`config.mk`:
```
export PLATFORM = sky130hd
export DESIGN_NAME = effect_entry_arbiter
export DESIGN_NICKNAME = d
export VERILOG_FILES = /design/src/rtl/effect_ctrl_pkg.sv /design/src/rtl/param_ramp.sv /design/src/rtl/effect_entry_arbiter.sv
export SDC_FILE = /design/constraint.sdc
export NUM_CORES = 1
export LEC_CHECK = 0
export BUFFER_PORTS_ARGS = -buffer_cell sky130_fd_sc_hd__clkbuf_2
export CAP_MARGIN = 30
export CORE_UTILIZATION = 62
export DETAILED_ROUTE_END_ITERATION = 16
export MAX_ROUTING_LAYER = met4
export PLACE_DENSITY = 0.85
export SLEW_MARGIN = 20
export SYNTH_ARGS = -nofsm -noshare
export SYNTH_HDL_FRONTEND = slang
export SYNTH_SLANG_ARGS = --single-unit
export TNS_END_PERCENT = 5
```
`constraint.sdc`:
```
create_clock -name Clock -period 3.8 [get_ports Clock]
set_input_delay 0.76 -clock Clock [delete_from_list [all_inputs] [get_ports Clock]]
set_output_delay 0.76 -clock Clock [all_outputs]
set_load 0.02 [all_outputs]
```
`src/rtl/effect_ctrl_pkg.sv`:
```
// effect_ctrl_pkg
// Shared definitions for the effect entry arbiter:
//   - arb_state_e       : arbiter FSM state encoding
//   - EFF_*             : effect index constants (bit positions in EffectOn/EffectReq/Grant)
//   - DEFAULT_VAL_W     : default parameter value width
//   - DEFAULT_MAX_VALUE : default clamp ceiling for entered values
//   - rr_pick()         : round-robin one-hot winner selection
package effect_ctrl_pkg;

    typedef enum logic [2:0] {
        S_IDLE  = 3'd0,
        S_GRANT = 3'd1,
        S_WAIT  = 3'd2,
        S_APPLY = 3'd3,
        S_ABORT = 3'd4
    } arb_state_e;

    localparam int EFF_VOLUME     = 0;
    localparam int EFF_PITCH      = 1;
    localparam int EFF_DISTORTION = 2;

    localparam int DEFAULT_VAL_W     = 7;
    localparam int DEFAULT_MAX_VALUE = 100;

    // Search starts at the effect after last_idx and wraps, so the most
    // recent owner is always considered last.
    function automatic logic [2:0] rr_pick(input logic [2:0] eligible,
                                           input logic [1:0] last_idx);
        logic [2:0] pick;
        int         idx;
        pick = '0;
        for (int k = 1; k <= 3; k++) begin
            idx = (int'(last_idx) + k) % 3;
            if ((pick == 3'b000) && eligible[idx]) begin
                pick[idx] = 1'b1;
            end
        end
        return pick;
    endfunction

endpackage

```
`src/rtl/param_ramp.sv`:
```
// param_ramp
// One target-to-parameter path for a single effect.
//   Build macro: PARAM_RAMP_EN
//     defined   : param slews +/-1 toward target on each tick
//     undefined : param is a direct copy of target (no clock, reset or tick ports)
// Ports:
//   clk, rst  (ramp build only) clock, asynchronous active-high reset
//   tick      (ramp build only) one-cycle step enable shared by all instances
//   target    in  VAL_W  value the parameter should settle at
//   param     out VAL_W  live parameter to the datapath
module param_ramp
    import effect_ctrl_pkg::*;
#(
    parameter int VAL_W = DEFAULT_VAL_W
) (
`ifdef PARAM_RAMP_EN
    input  logic             clk,
    input  logic             rst,
    input  logic             tick,
`endif
    input  logic [VAL_W-1:0] target,
    output logic [VAL_W-1:0] param
);

`ifdef PARAM_RAMP_EN
    logic [VAL_W-1:0] param_q;
    logic [VAL_W-1:0] param_d;

    always_comb begin
        param_d = param_q;
        if (tick) begin
            if (param_q < target) begin
                param_d = param_q + 1'b1;
            end else if (param_q > target) begin
                param_d = param_q - 1'b1;
            end
        end
    end

    always_ff @(posedge clk or posedge rst) begin
        if (rst) begin
            param_q <= '0;
        end else begin
            param_q <= param_d;
        end
    end

    assign param = param_q;
`else
    assign param = target;
`endif

endmodule

```
`src/rtl/effect_entry_arbiter.sv`:
```
// effect_entry_arbiter
// Shares the numeric-entry engine between volume, pitch and distortion:
// round-robin grant, session start/supervise/retire, clamp and store the
// entered value as the owner's target, and drive the live parameters.
//   Build macro: PARAM_RAMP_EN (slewed parameters with a RAMP_DIV divider);
//   when undefined the parameters follow their targets directly.
// Ports:
//   Clock, Reset       clock, asynchronous active-high reset
//   EffectOn[2:0]      level enables (0 volume, 1 pitch, 2 distortion)
//   EffectReq[2:0]     level requests, qualified by EffectOn
//   entry_done         engine completion pulse, entry_value valid
//   entry_value        entered value, unclamped
//   Grant[2:0]         one-hot engine owner, 0 when idle
//   entry_start        one-cycle session start pulse
//   entry_abort        one-cycle session cancel pulse
//   Busy               high while a grant is held
//   *_param            live parameters
// Handshake: entry_done is a single-cycle qualifier for entry_value and is
// only honoured while a session is open (S_WAIT); pulses outside it are dropped.
module effect_entry_arbiter
    import effect_ctrl_pkg::*;
#(
    parameter int          VAL_W         = DEFAULT_VAL_W,
    parameter int          MAX_VALUE     = DEFAULT_MAX_VALUE,
    parameter logic [23:0] ENTRY_TIMEOUT = 24'd10_000_000,
    parameter logic [15:0] RAMP_DIV      = 16'd50_000
) (
    input  logic             Clock,
    input  logic             Reset,
    input  logic [2:0]       EffectOn,
    input  logic [2:0]       EffectReq,
    input  logic             entry_done,
    input  logic [VAL_W-1:0] entry_value,
    output logic [2:0]       Grant,
    output logic             entry_start,
    output logic             entry_abort,
    output logic             Busy,
    output logic [VAL_W-1:0] volume_param,
    output logic [VAL_W-1:0] pitch_param,
    output logic [VAL_W-1:0] distortion_param
);

    localparam logic [VAL_W-1:0] MAX_V = VAL_W'(MAX_VALUE);

    arb_state_e       state_q, state_d;
    logic [2:0]       grant_q, grant_d;
    logic [1:0]       owner_q, owner_d;
    logic [1:0]       last_owner_q, last_owner_d;
    logic             start_q, start_d;
    logic             abort_q, abort_d;
    logic [23:0]      timer_q, timer_d;
    logic [VAL_W-1:0] value_q, value_d;
    logic [VAL_W-1:0] target_q [3];
    logic [VAL_W-1:0] target_d [3];
    logic [2:0]       eligible;
    logic             owner_on;

    assign eligible = EffectReq & EffectOn;
    assign owner_on = |(EffectOn & grant_q);

    always_comb begin
        state_d      = state_q;
        grant_d      = grant_q;
        owner_d      = owner_q;
        last_owner_d = last_owner_q;
        start_d      = 1'b0;
        abort_d      = 1'b0;
        timer_d      = timer_q;
        value_d      = value_q;
        target_d     = target_q;

        case (state_q)
            S_IDLE: begin
                if (|eligible) begin
                    grant_d = rr_pick(eligible, last_owner_q);
                    owner_d = grant_d[2] ? 2'd2 : (grant_d[1] ? 2'd1 : 2'd0);
                    state_d = S_GRANT;
                end
            end
            S_GRANT: begin
                start_d = 1'b1;
                timer_d = '0;
                state_d = S_WAIT;
            end
            S_WAIT: begin
                timer_d = timer_q + 24'd1;
                // Abort is checked first so a coincident entry_done is discarded.
                if (!owner_on || (timer_q == ENTRY_TIMEOUT - 24'd1)) begin
                    abort_d = 1'b1;
                    state_d = S_ABORT;
                end else if (entry_done) begin
                    value_d = entry_value;
                    state_d = S_APPLY;
                end
            end
            S_APPLY: begin
                for (int i = 0; i < 3; i++) begin
                    if (owner_q == 2'(i)) begin
                        target_d[i] = (value_q > MAX_V) ? MAX_V : value_q;
                    end
                end
                last_owner_d = owner_q;
                grant_d      = '0;
                state_d      = S_IDLE;
            end
            S_ABORT: begin
                last_owner_d = owner_q;
                grant_d      = '0;
                state_d      = S_IDLE;
            end
            default: begin
                grant_d = '0;
                state_d = S_IDLE;
            end
        endcase

        // A disabled effect always reads back as zero, whatever the FSM does.
        for (int i = 0; i < 3; i++) begin
            if (!EffectOn[i]) begin
                target_d[i] = '0;
            end
        end
    end

    always_ff @(posedge Clock or posedge Reset) begin
        if (Reset) begin
            state_q      <= S_IDLE;
            grant_q      <= '0;
            owner_q      <= 2'd0;
            last_owner_q <= 2'd2;
            start_q      <= 1'b0;
            abort_q      <= 1'b0;
            timer_q      <= '0;
            value_q      <= '0;
            for (int i = 0; i < 3; i++) begin
                target_q[i] <= '0;
            end
        end else begin
            state_q      <= state_d;
            grant_q      <= grant_d;
            owner_q      <= owner_d;
            last_owner_q <= last_owner_d;
            start_q      <= start_d;
            abort_q      <= abort_d;
            timer_q      <= timer_d;
            value_q      <= value_d;
            target_q     <= target_d;
        end
    end

    assign Grant       = grant_q;
    assign Busy        = |grant_q;
    assign entry_start = start_q;
    assign entry_abort = abort_q;

`ifdef PARAM_RAMP_EN
    logic [15:0] div_q, div_d;
    logic        tick;

    assign tick = (div_q == RAMP_DIV - 16'd1);

    always_comb begin
        div_d = tick ? 16'd0 : div_q + 16'd1;
    end

    always_ff @(posedge Clock or posedge Reset) begin
        if (Reset) begin
            div_q <= '0;
        end else begin
            div_q <= div_d;
        end
    end

    param_ramp #(.VAL_W(VAL_W)) u_ramp_volume (
        .clk(Clock), .rst(Reset), .tick(tick),
        .target(target_q[EFF_VOLUME]), .param(volume_param));
    param_ramp #(.VAL_W(VAL_W)) u_ramp_pitch (
        .clk(Clock), .rst(Reset), .tick(tick),
        .target(target_q[EFF_PITCH]), .param(pitch_param));
    param_ramp #(.VAL_W(VAL_W)) u_ramp_distortion (
        .clk(Clock), .rst(Reset), .tick(tick),
        .target(target_q[EFF_DISTORTION]), .param(distortion_param));
`else
    param_ramp #(.VAL_W(VAL_W)) u_ramp_volume (
        .target(target_q[EFF_VOLUME]), .param(volume_param));
    param_ramp #(.VAL_W(VAL_W)) u_ramp_pitch (
        .target(target_q[EFF_PITCH]), .param(pitch_param));
    param_ramp #(.VAL_W(VAL_W)) u_ramp_distortion (
        .target(target_q[EFF_DISTORTION]), .param(distortion_param));
`endif

endmodule

```
==> tab_implementation.tex, run 1 <==
\begin{tabular}{lr}
\hline
Metric & Value \\
\hline
\multicolumn{2}{l}{\textbf{Clock tree}} \\
Clock tree from TritonCTS & done \\
Buffers inserted during post-CTS setup optimization & 0 \\
TritonCTS buffer count & 9 \\
Reg clk slew, reported paths & $\sim$70 ps \\
Clock Root Buffer & sky130\_fd\_sc\_hd\_\_clkbuf\_8 \\
CTS resizes & 0 \\
Number of buffers added to fix hold violations after cts & 0 \\
Clock network latency to the later pin of the worst-skew pair & between 300 and 400 ps \\
Max clock buf depth & 2 \\
Sink count of the clock tree & 64 \\
Maximum level of the CTS H-tree & 3 \\
\multicolumn{2}{l}{\textbf{Timing}} \\
Worst hold slack & 337 ps \\
Accumulated negative setup slack & 0 ps \\
Fraction of the cycle the final worst path needs & 61.1\% \\
Final Skew & 8.63 ps \\
Total setup violations reported at the end of the flow & 0 \\
Worst-Margin Slew & approximately 740 ps \\
Number of hold violations in the final report & 0 \\
Number of pins exceeding their max-slew limit in the final report & 0 \\
RSZ-0062 raised after global routing & false \\
Clock period minus final worst setup slack & 2320 ps \\
Highest attainable clock frequency & around 430 MHz \\
Worst relative slew slack & 50.6\% \\
\multicolumn{2}{l}{\textbf{Power and ir drop}} \\
Power density of the placed cells & 571 nW/um\^{}2 \\
Leak Pwr & 1.82 nW \\
Power after layout & 2.18 mW \\
Maximum vdd ir drop & roughly 0.47 mV \\
\multicolumn{2}{l}{\textbf{Drt}} \\
Detailed-route vias per instance & 6.16 \\
DR DRC count & 0 \\
Iteration count of the initial detailed-routing pass & 5 \\
WL/cell & approximately 17 um \\
Total wire length after detailed routing & 7.30 mm \\
DRC marker count from the first detailed-route iteration & 247 \\
Antenna-violating nets left & 0 \\
Total via count after detailed routing & 2718 \\
\multicolumn{2}{l}{\textbf{Global routing}} \\
Met3 global-route usage & 5.69\% \\
Global-route met2 utilization & 44.0\% \\
Number of antenna violations at the first check in global routing & 0 \\
Vias in the first global route & 2494 \\
Met1 Resource Use GR & 39.3\% \\
Largest net degree at the start of global routing & 47 \\
Most used routing layer & met2 \\
Global route total overflow & 0 \\
First-pass GRT wire length & approximately 12 mm \\
GR Util All Layers & roughly 30\% \\
\multicolumn{2}{l}{\textbf{Synthesis}} \\
Cell Area, Synth & between 3000 and 4000 sq um \\
Sequential share of the synthesized area & 47.9\% \\
Area share of the largest cell type after synthesis & a little under half \\
Yosys warns & 0 \\
Count of distinct cell types in the synthesized netlist & 57 \\
Cell count after synthesis & 325 \\
Post-Synthesis Net Count & between 300 and 400 \\
Number of flops mapped to enable cells by yosys & 0 \\
Post-synthesis cell type with the largest combined area & sky130\_fd\_sc\_hd\_\_dfrtp\_1 \\
Share of flip-flops with an asynchronous set or reset after synthesis & 100\% \\
Dominant register cell in the synthesized netlist & sky130\_fd\_sc\_hd\_\_dfrtp\_1 \\
Synthesis-stage register bit count & 64 \\
Biggest area contributors in the synthesized netlist & sky130\_fd\_sc\_hd\_\_dfrtp\_1 (47\%), sky130\_fd\_sc\_hd\_\_mux2i\_1 (7.5\%), sky130\_fd\_sc\_hd\_\_nand2\_1 (4.0\%), sky130\_fd\_sc\_hd\_\_nor2b\_1 (3.6\%), sky130\_fd\_sc\_hd\_\_o21ai\_0 (2.4\%) \\
Syn\_area\_per\_cell & 10.3 sq um \\
\multicolumn{2}{l}{\textbf{Worst setup path}} \\
Cell mode on critical path & sky130\_fd\_sc\_hd\_\_and3\_1 \\
Largest stage delay on the critical path & 430 ps \\
Data required, critical path & 4020 ps \\
Crit path arrival time & between 2000 and 3000 ps \\
Cell family with the largest share of critical-path delay & simple AND/OR/NAND/NOR gates \\
Count of buffering cells on the critical path with inverters included & 0 \\
Critical path class & reg2reg \\
Cells along the critical path & ha\_1 -> and3\_1 -> and3\_1 -> a31oi\_1 -> and3\_1 -> mux2\_1 \\
Critical Path Source Type & register \\
Critical-path cell with the highest stage delay & sky130\_fd\_sc\_hd\_\_and3\_1 \\
Kind of end point of the critical path & register \\
Maximum fanout along the worst path & 7 \\
\multicolumn{2}{l}{\textbf{Die}} \\
DIE HEIGHT & 75.5 um \\
Core region area & a little over 5000 sq um \\
Die footprint & 5690 sq um \\
Cell row count & 26 \\
Top-level I/O count & 43 \\
Initial standard-cell utilization of the core & 65.1\% \\
Die outline width & 75.5 um \\
\multicolumn{2}{l}{\textbf{Hold path}} \\
Worst hold path class & in2async \\
\multicolumn{2}{l}{\textbf{Finish}} \\
Final layout net count & 387 \\
Share of post-route cells with drive strength above 1 & 19.9\% \\
Number of inserted diodes & 0 \\
Post-Layout Inst Area & 3810 sq um \\
Area growth from synthesis to layout & 14.0\% \\
Core occupancy in the finished layout & about three quarters \\
Count of filler cells inserted in the layout & 385 \\
\multicolumn{2}{l}{\textbf{Placed design}} \\
Placer's final routability congestion estimate & 0.880 \\
Area post-placement & 3590 sq um \\
Port Buffer Count & 42 \\
DPL Wire Length & 5.13 mm \\
\multicolumn{2}{l}{\textbf{Job}} \\
Max cap viols & 0 \\
\multicolumn{2}{l}{\textbf{Status}} \\
Status & completed \\
\hline
\end{tabular}
[final timing paths]
kind | start | to | slack (ps) | depth (start not counted)
min | Reset | entry_abort$_DFF_PP0_ | 340 | 2
max | timer_q[0]$_DFFE_PP0P_ | value_q[4]$_DFFE_PP0P_ | 1480 | 6
max in group asynchronous | Reset | timer_q[7]$_DFFE_PP0P_ | 2790 | 4
min in group Clock | timer_q[5]$_DFFE_PP0P_ | timer_q[5]$_DFFE_PP0P_ | 490 | 1
min reg2reg | timer_q[5]$_DFFE_PP0P_ | timer_q[5]$_DFFE_PP0P_ | 490 | 1
max reg2reg | timer_q[0]$_DFFE_PP0P_ | value_q[4]$_DFFE_PP0P_ | 1480 | 6
[registers in the layout, summed over array words and instances (netlist names)]
signal        flops
value_q           7
state_q           3
Grant             3
owner_q           2
entry_abort       1
last_owner_q      2
target_q         21
timer_q          24
entry_start       1
[power breakdown]
part           internal [mW]  switching (mW)  total, mW  leakage (nW)
logic                  0.264           0.410      0.674         0.841
clock network          0.337           0.245      0.583         0.103
registers              0.784           0.139      0.923         0.876
total                   1.39           0.794       2.18          1.82
[placed cells by master (no fill, tap or decap), types with 6 or more instances in the layout]
cell                       count
sky130_fd_sc_hd__and3_1        9
sky130_fd_sc_hd__clkbuf_2     42
sky130_fd_sc_hd__clkbuf_8     11
sky130_fd_sc_hd__dfrtp_1      63
sky130_fd_sc_hd__inv_1         8
sky130_fd_sc_hd__mux2_1        7
sky130_fd_sc_hd__mux2i_1      25
sky130_fd_sc_hd__nand2_1      36
sky130_fd_sc_hd__nand3_1      12
sky130_fd_sc_hd__nand4b_1      6
sky130_fd_sc_hd__nor2_1       15
sky130_fd_sc_hd__nor2b_1      19
sky130_fd_sc_hd__nor3_1        6
sky130_fd_sc_hd__o211ai_1      6
sky130_fd_sc_hd__o21ai_0      16
[through the flow]
step | worst slack [ps] | cells
floorplan | 1440 | 325
global placement | 1520 | 424
detailed placement | 1380 | 424
CTS | 1500 | 440
global route | 1310 | 441
finish | 1480 | 441
[metal layers]
metal  part of all wire [%]  vias to the layer above  wire, um
met5                      0                        -         0
met2                     48                       91      3540
met1                     45                     1334      3260
li1                       -                     1272         -
met4                    2.4                        0       174
met3                    4.5                       21       330
[area by class of cell]
cell class,instances,area (sq um),area share (%)
Clock inverter,3,40.0,1.05
Sequential cell,64,1600,42.0
Multi-Input combinational cell,237,1650,43.1
Timing Repair Buffer,45,245,6.43
Inverter,9,33.8,0.886
Clock buffer,13,159,4.17
Tap cell,70,87.6,2.30
[cells by family after synthesis]
logic type                 share of synthesized area, %
AOI/OAI and AO/OA                                  13.7
xor gates and xnor gates                          0.262
adders and majority gates                          1.87
buffers and inverters                              2.92
DFF                                                47.9
muxes                                              10.5
and+or+nand+nor                                    22.8
[Yosys cell counts, types with 2 or more instances]
library cell / count
sky130_fd_sc_hd__dfrtp_1: 63
sky130_fd_sc_hd__nand2_1: 36
sky130_fd_sc_hd__mux2i_1: 25
sky130_fd_sc_hd__nor2b_1: 19
sky130_fd_sc_hd__o21ai_0: 16
sky130_fd_sc_hd__nor2_1: 15
sky130_fd_sc_hd__nand3_1: 12
sky130_fd_sc_hd__and3_1: 9
sky130_fd_sc_hd__clkbuf_1: 9
sky130_fd_sc_hd__inv_1: 9
sky130_fd_sc_hd__mux2_1: 7
sky130_fd_sc_hd__buf_2: 6
sky130_fd_sc_hd__nand4b_1: 6
sky130_fd_sc_hd__nor3_1: 6
sky130_fd_sc_hd__o211ai_1: 6
sky130_fd_sc_hd__ha_1: 5
sky130_fd_sc_hd__nand2b_1: 5
sky130_fd_sc_hd__a21oi_1: 4
sky130_fd_sc_hd__a31oi_1: 4
sky130_fd_sc_hd__nand3b_1: 4
sky130_fd_sc_hd__nor4b_1: 4
sky130_fd_sc_hd__o31ai_1: 4
sky130_fd_sc_hd__a21boi_0: 3
sky130_fd_sc_hd__and2_1: 3
sky130_fd_sc_hd__a222oi_1: 2
sky130_fd_sc_hd__a22o_1: 2
sky130_fd_sc_hd__mux2_2: 2
sky130_fd_sc_hd__nand4_1: 2
sky130_fd_sc_hd__o211ai_2: 2
sky130_fd_sc_hd__o22ai_1: 2
sky130_fd_sc_hd__o311ai_1: 2
sky130_fd_sc_hd__o31a_1: 2
sky130_fd_sc_hd__o31ai_2: 2
sky130_fd_sc_hd__o41ai_1: 2
sky130_fd_sc_hd__or2_2: 2
sky130_fd_sc_hd__or3_1: 2
Note: power is estimated with default switching activity, not from simulation.
==> run 2: changes to the inputs <==
--- a/config.mk
+++ b/config.mk
@@ -7,10 +7,10 @@
 export LEC_CHECK = 0
 export BUFFER_PORTS_ARGS = -buffer_cell sky130_fd_sc_hd__clkbuf_2
 export CAP_MARGIN = 30
-export CORE_UTILIZATION = 62
+export CORE_UTILIZATION = 58
 export DETAILED_ROUTE_END_ITERATION = 16
 export MAX_ROUTING_LAYER = met4
-export PLACE_DENSITY = 0.85
+export PLACE_DENSITY = 0.8
 export SLEW_MARGIN = 20
 export SYNTH_ARGS = -nofsm -noshare
 export SYNTH_HDL_FRONTEND = slang
==> constraint.sdc (replaced) <==
create_clock -name Clock -period 2.2 [get_ports Clock]
set_input_delay 0.44 -clock Clock [delete_from_list [all_inputs] [get_ports Clock]]
set_output_delay 0.44 -clock Clock [all_outputs]
set_load 0.02 [all_outputs]
==> run 2 against run 1 <==
- sequential share of layout area down 0.62 points
- final cell count up 1.8%
- setup slack worse by 1400 ps
- design area up 1.5%
- critical path type unchanged
- combinational power up 94%
- clock power up 73%
- hold slack worse by 170 ps
- non-clock buffer count up 6
- clock skew up 3.1 ps
==> tab_implementation.tex, run 2 (synthesis results as in run 1) <==
\begin{tabular}{lr}
\hline
Metric & Value \\
\hline
\multicolumn{2}{l}{\textbf{Global routing}} \\
Global route total overflow & 0 \\
First-pass GRT wire length & $\sim$12 mm \\
Vias in the first global route & 2526 \\
GR Util All Layers & 27.1\% \\
Largest net degree at the start of global routing & 33 \\
Number of antenna violations at the first check in global routing & 0 \\
\multicolumn{2}{l}{\textbf{Worst setup path}} \\
Capture point of the worst reg-to-reg path & owner\_q[1]\$\_DFFE\_PP0P\_ \\
Crit path arrival time & 2310 ps \\
Critical path class & reg2reg \\
Data required, critical path & 2420 ps \\
Flop2flop setup slack & 100 ps \\
Worst setup path endpoint & owner\_q[1]\$\_DFFE\_PP0P\_ \\
Maximum fanout along the worst path & 12 \\
Critical Path Source Type & register \\
Kind of end point of the critical path & register \\
Launch instance of the worst register-to-register path & last\_owner\_q[1]\$\_DFFE\_PP1P\_ \\
First element of the critical path & last\_owner\_q[1]\$\_DFFE\_PP1P\_ \\
Count of cells along the worst register-to-register path & 6 \\
\multicolumn{2}{l}{\textbf{Die}} \\
DIE HEIGHT & 78.0 um \\
Core region area & 5540 sq um \\
Die footprint & 6080 sq um \\
Top-level I/O count & 43 \\
Initial standard-cell utilization of the core & 60.4\% \\
Die outline width & 78.0 um \\
Cell row count & 27 \\
\multicolumn{2}{l}{\textbf{Drt}} \\
Iteration count of the initial detailed-routing pass & 4 \\
Antenna-violating nets left & 0 \\
WL/cell & roughly 16 um \\
Total wire length after detailed routing & 7.10 mm \\
DRC marker count from the first detailed-route iteration & 163 \\
Detailed-route vias per instance & 6.06 \\
Total via count after detailed routing & 2723 \\
DR DRC count & 0 \\
\multicolumn{2}{l}{\textbf{Timing}} \\
RSZ-0062 raised after global routing & false \\
Worst hold slack & $\sim$170 ps \\
Post-layout worst setup margin & 104 ps \\
Number of hold violations in the final report & 0 \\
Fraction of the cycle the final worst path needs & 95.3\% \\
Final Skew & between 10 and 15 ps \\
Worst-Margin Slew & roughly 640 ps \\
Total setup violations reported at the end of the flow & 0 \\
Clock period minus final worst setup slack & about 2100 ps \\
Number of pins exceeding their max-slew limit in the final report & 0 \\
Accumulated negative setup slack & 0 ps \\
Highest attainable clock frequency & about 480 MHz \\
Worst relative slew slack & 57.5\% \\
\multicolumn{2}{l}{\textbf{Finish}} \\
Post-Layout Inst Area & 3870 sq um \\
Most frequent cells in the layout & sky130\_fd\_sc\_hd\_\_dfrtp\_1 (63), sky130\_fd\_sc\_hd\_\_clkbuf\_2 (42), sky130\_fd\_sc\_hd\_\_nand2\_1 (36), sky130\_fd\_sc\_hd\_\_mux2i\_1 (25), sky130\_fd\_sc\_hd\_\_nor2b\_1 (19) \\
Total area of multi-input combinational cells & 1660 sq um \\
Area growth from synthesis to layout & 15.7\% \\
Flip-flop count of the largest register after layout & 24 \\
Share of post-route cells with drive strength above 1 & 22.0\% \\
Post-layout instance count excluding filler cells & between 400 and 500 \\
Number of inserted diodes & 0 \\
Most flops, register & timer\_q \\
Largest registers in the final layout & timer\_q (24), target\_q (21), value\_q (7) \\
Most frequent standard cell in the layout excluding fill and tap cells & sky130\_fd\_sc\_hd\_\_dfrtp\_1 \\
Final layout net count & 393 \\
Count of filler cells inserted in the layout & 430 \\
Register cell area after layout & between 1500 and 2000 sq um \\
Core occupancy in the finished layout & a little over two thirds \\
\multicolumn{2}{l}{\textbf{Clock tree}} \\
Clock Root Buffer & sky130\_fd\_sc\_hd\_\_clkbuf\_8 \\
Reg clk slew, reported paths & 70 ps \\
TritonCTS buffer count & 9 \\
Maximum level of the CTS H-tree & 3 \\
Sink count of the clock tree & 64 \\
Clock network latency to the later pin of the worst-skew pair & roughly 340 ps \\
Max clock buf depth & 2 \\
Clock tree from TritonCTS & done \\
Buffers inserted during post-CTS setup optimization & 0 \\
\multicolumn{2}{l}{\textbf{Power and ir drop}} \\
Power density of the placed cells & 996 nW/um\^{}2 \\
Int Pwr & 2.47 mW \\
Portion of total power attributed to the clock network & 26.2\% \\
Maximum vdd ir drop & a little over 0.9 mV \\
Leak Pwr & 1.85 nW \\
Switching share of power & 36.0\% \\
NetSw & 1.39 mW \\
Reg power frac & about two fifths \\
Combinational power share & 34.0\% \\
Power after layout & 3.86 mW \\
\multicolumn{2}{l}{\textbf{Placed design}} \\
Port Buffer Count & 42 \\
DPL Wire Length & 5.08 mm \\
Pre-CTS setup slack & approximately 120 ps \\
Placed insts & between 400 and 500 \\
Placer's final routability congestion estimate & 0.874 \\
Area post-placement & 3660 sq um \\
\multicolumn{2}{l}{\textbf{Status}} \\
Status & completed \\
\multicolumn{2}{l}{\textbf{Job}} \\
Max cap viols & 0 \\
\multicolumn{2}{l}{\textbf{Hold path}} \\
Worst hold path class & in2async \\
\hline
\end{tabular}
-- run 2: power by group through the flow --
stage,Clock (mW),Combinational (mW),Sequential [mW]
detailed placement,0,1.28,1.55
global placement,0,1.24,1.53
floorplan,0,0.900,1.55
global route,1.09,1.45,1.56
CTS,1.04,1.29,1.53
finish,1.01,1.31,1.53
-- run 2: what timing repair did --
item | CTS | global route
gates resized for setup | 0 | 4
setup endpoints to repair | 0 | 8
hold buffers | 0 | 0
endpoints found under the hold margin | 0 | 0
-- run 2: layout make-up --
cell class	instances	area share [%]
clock inverter	3	1.03
clock buffer	13	4.10
inverter	9	0.873
tap	72	2.33
multi-input combinational	237	42.8
timing repair buffer	51	7.50
sequential	64	41.4
-- run 2: metal layers --
layer | wire length [um] | GRT usage [%]
met1 | 3280 | 38.5
met2 | 3310 | 39.4
met3 | 385 | 4.35
met4 | 121 | 10.0
met5 | 0 | -
-- run 2: how the worst min path moves through the flow --
stage | from | endpoint | slack (ps) | depth (start not counted)
CTS | Reset | timer_q[1]$_DFFE_PP0P_ | 180 | 2
finish | Reset | timer_q[1]$_DFFE_PP0P_ | 170 | 2
global route | Reset | timer_q[3]$_DFFE_PP0P_ | 230 | 2
floorplan | timer_q[5]$_DFFE_PP0P_ | timer_q[5]$_DFFE_PP0P_ | 450 | 1
global placement | timer_q[10]$_DFFE_PP0P_ | timer_q[10]$_DFFE_PP0P_ | 480 | 1
detailed placement | timer_q[11]$_DFFE_PP0P_ | timer_q[11]$_DFFE_PP0P_ | 500 | 1
-- run 2: worst max-delay path, stage by stage, from the launching register on --
cell and delay (ps):
sky130_fd_sc_hd__dfstp_2 570, sky130_fd_sc_hd__inv_1 70, sky130_fd_sc_hd__ha_1 310, sky130_fd_sc_hd__o311a_1 420, sky130_fd_sc_hd__mux2_2 250, sky130_fd_sc_hd__o21ai_1 90, sky130_fd_sc_hd__mux2_2 280
==> run 3: changes to the inputs <==
--- a/config.mk
+++ b/config.mk
@@ -10,7 +10,7 @@
 export CORE_UTILIZATION = 58
 export DETAILED_ROUTE_END_ITERATION = 16
 export MAX_ROUTING_LAYER = met4
-export PLACE_DENSITY = 0.8
+export PLACE_DENSITY_LB_ADDON = 0.08
 export SLEW_MARGIN = 20
 export SYNTH_ARGS = -nofsm -noshare
 export SYNTH_HDL_FRONTEND = slang
==> run 3 against run 2 <==
- first-iteration DRC count rose by 13%
- combinational power hardly changed
- power about the same
- clock power hardly changed
- critical endpoint unchanged
==> tab_implementation.tex, run 3 (synthesis results as in run 1) <==
\begin{tabular}{lr}
\hline
Metric & Value \\
\hline
\multicolumn{2}{l}{\textbf{Status}} \\
Status & completed \\
\multicolumn{2}{l}{\textbf{Die}} \\
Top-level I/O count & 43 \\
DIE HEIGHT & $\sim$78 um \\
Die footprint & 6080 sq um \\
Die outline width & 78.0 um \\
Initial standard-cell utilization of the core & 60.4\% \\
Core region area & 5540 sq um \\
Cell row count & 27 \\
\multicolumn{2}{l}{\textbf{Drt}} \\
WL/cell & 15.5 um \\
Total wire length after detailed routing & 6.94 mm \\
Iteration count of the initial detailed-routing pass & 5 \\
Antenna-violating nets left & 0 \\
Detailed-route vias per instance & slightly below 6 \\
DRC marker count from the first detailed-route iteration & 185 \\
Total via count after detailed routing & 2649 \\
DR DRC count & 0 \\
\multicolumn{2}{l}{\textbf{Timing}} \\
Fraction of the cycle the final worst path needs & 97.3\% \\
Worst hold slack & roughly 120 ps \\
Highest attainable clock frequency & 467 MHz \\
Number of pins exceeding their max-slew limit in the final report & 0 \\
Worst-Margin Slew & 658 ps \\
Total setup violations reported at the end of the flow & 0 \\
Number of hold violations in the final report & 0 \\
Accumulated negative setup slack & 0 ps \\
Worst relative slew slack & between 50\% and 60\% \\
Clock period minus final worst setup slack & approximately 2100 ps \\
Final Skew & 14.3 ps \\
Post-layout worst setup margin & between 50 and 60 ps \\
\multicolumn{2}{l}{\textbf{Worst setup path}} \\
Count of cells along the worst register-to-register path & 6 \\
Kind of end point of the critical path & register \\
Critical Path Source Type & register \\
Flop2flop setup slack & 60 ps \\
Critical path class & reg2reg \\
Launch instance of the worst register-to-register path & last\_owner\_q[1]\$\_DFFE\_PP1P\_ \\
Capture point of the worst reg-to-reg path & owner\_q[1]\$\_DFFE\_PP0P\_ \\
First element of the critical path & last\_owner\_q[1]\$\_DFFE\_PP1P\_ \\
Crit path arrival time & approximately 2400 ps \\
Worst setup path endpoint & owner\_q[1]\$\_DFFE\_PP0P\_ \\
Maximum fanout along the worst path & 14 \\
Data required, critical path & between 2000 and 2500 ps \\
\multicolumn{2}{l}{\textbf{Finish}} \\
Share of post-route cells with drive strength above 1 & between 20\% and 30\% \\
Post-layout instance count excluding filler cells & approximately 450 \\
Total area of multi-input combinational cells & 1660 sq um \\
Most frequent standard cell in the layout excluding fill and tap cells & sky130\_fd\_sc\_hd\_\_dfrtp\_1 \\
Final layout net count & 391 \\
Largest registers in the final layout & timer\_q (24), target\_q (21), value\_q (7) \\
Number of inserted diodes & 0 \\
Flip-flop count of the largest register after layout & 24 \\
Most frequent cells in the layout & sky130\_fd\_sc\_hd\_\_dfrtp\_1 (63), sky130\_fd\_sc\_hd\_\_clkbuf\_2 (42), sky130\_fd\_sc\_hd\_\_nand2\_1 (36), sky130\_fd\_sc\_hd\_\_mux2i\_1 (25), sky130\_fd\_sc\_hd\_\_nor2b\_1 (19) \\
Register cell area after layout & 1600 sq um \\
Count of filler cells inserted in the layout & around 440 \\
Area growth from synthesis to layout & 15.5\% \\
Most flops, register & timer\_q \\
\multicolumn{2}{l}{\textbf{Global routing}} \\
GR Util All Layers & 25.1\% \\
Number of antenna violations at the first check in global routing & 0 \\
First-pass GRT wire length & 11.4 mm \\
Largest net degree at the start of global routing & 65 \\
Global route total overflow & 0 \\
Vias in the first global route & 2411 \\
\multicolumn{2}{l}{\textbf{Placed design}} \\
Placer's final routability congestion estimate & 0.856 \\
Pre-CTS setup slack & 70.9 ps \\
Port Buffer Count & 42 \\
Placed insts & between 400 and 500 \\
DPL Wire Length & 4.86 mm \\
\multicolumn{2}{l}{\textbf{Power and ir drop}} \\
Reg power frac & about two fifths \\
Combinational power share & 33.5\% \\
Leak Pwr & 1.83 nW \\
Power density of the placed cells & 999 nW/um\^{}2 \\
Int Pwr & 2.43 mW \\
Switching share of power & between 30\% and 40\% \\
Maximum vdd ir drop & about 0.8 mV \\
Portion of total power attributed to the clock network & 26.9\% \\
NetSw & 1.43 mW \\
\multicolumn{2}{l}{\textbf{Clock tree}} \\
Reg clk slew, reported paths & 80 ps \\
Max clock buf depth & 2 \\
Maximum level of the CTS H-tree & 3 \\
TritonCTS buffer count & 9 \\
Buffers inserted during post-CTS setup optimization & 0 \\
Clock tree from TritonCTS & done \\
Clock Root Buffer & sky130\_fd\_sc\_hd\_\_clkbuf\_8 \\
Sink count of the clock tree & 64 \\
Clock network latency to the later pin of the worst-skew pair & 340 ps \\
\multicolumn{2}{l}{\textbf{Job}} \\
Max cap viols & 0 \\
\multicolumn{2}{l}{\textbf{Hold path}} \\
Worst hold path class & in2async \\
\hline
\end{tabular}
## run 3: worst min path at each step
stage                             end  slack (ps)
4_1_cts        value_q[2]$_DFFE_PP0P_         140
5_1_grt        value_q[2]$_DFFE_PP0P_         150
3_5_place_dp   timer_q[5]$_DFFE_PP0P_         500
2_1_floorplan  timer_q[5]$_DFFE_PP0P_         450
6_report       value_q[2]$_DFFE_PP0P_         120
3_3_place_gp   value_q[2]$_DFFE_PP0P_         480
## run 3: critical path: stages, from the launching register on
cell and delay, ps:
sky130_fd_sc_hd__dfstp_2 580, sky130_fd_sc_hd__ha_2 360, sky130_fd_sc_hd__nand4b_1 240, sky130_fd_sc_hd__a31oi_1 260, sky130_fd_sc_hd__mux2_2 230, sky130_fd_sc_hd__o21ai_1 90
sky130_fd_sc_hd__mux2_2 270
## run 3: routing by layer
layer / part of all wire (%) / wire, um / vias to the layer above / GRT usage (%)
met1: 46 / 3220 / 1253 / 32.7
met3: 5.2 / 362 / 22 / 5.65
li1: - / - / 1277 / -
met5: 0 / 0 / - / -
met4: 3.2 / 219 / 0 / 15.2
met2: 45 / 3140 / 97 / 35.9
## run 3: layout make-up
type / count / share of cell area (%)
well taps: 72 / 2.33
flip-flops and latches: 64 / 41.5
clock inverters: 6 / 1.75
repair buffers: 49 / 7.12
inverters: 9 / 0.874
multi-input cells: 237 / 42.9
clock buffers: 10 / 3.56
## run 3: what timing repair did
action,in CTS,in global routing
endpoints found under the setup margin,0,4
gates resized for setup,0,3
hold buffers,0,0
## run 3: per-stage QoR
step | instance area, sq um | utilization (%) | power [mW]
2_1_floorplan | 3350 | - | 2.45
3_3_place_gp | 3650 | 65.8 | 2.78
3_5_place_dp | 3650 | 65.8 | 2.81
4_1_cts | 3850 | 69.5 | 3.86
5_1_grt | 3860 | 69.7 | 4.09
6_report | 3860 | 69.7 | 3.86
## run 3: power by group through the flow
stage	registers [mW]	clock network, mW	logic (mW)
2_1_floorplan	1.55	0	0.900
3_3_place_gp	1.54	0	1.24
3_5_place_dp	1.55	0	1.26
4_1_cts	1.53	1.06	1.27
5_1_grt	1.56	1.11	1.43
6_report	1.53	1.04	1.29
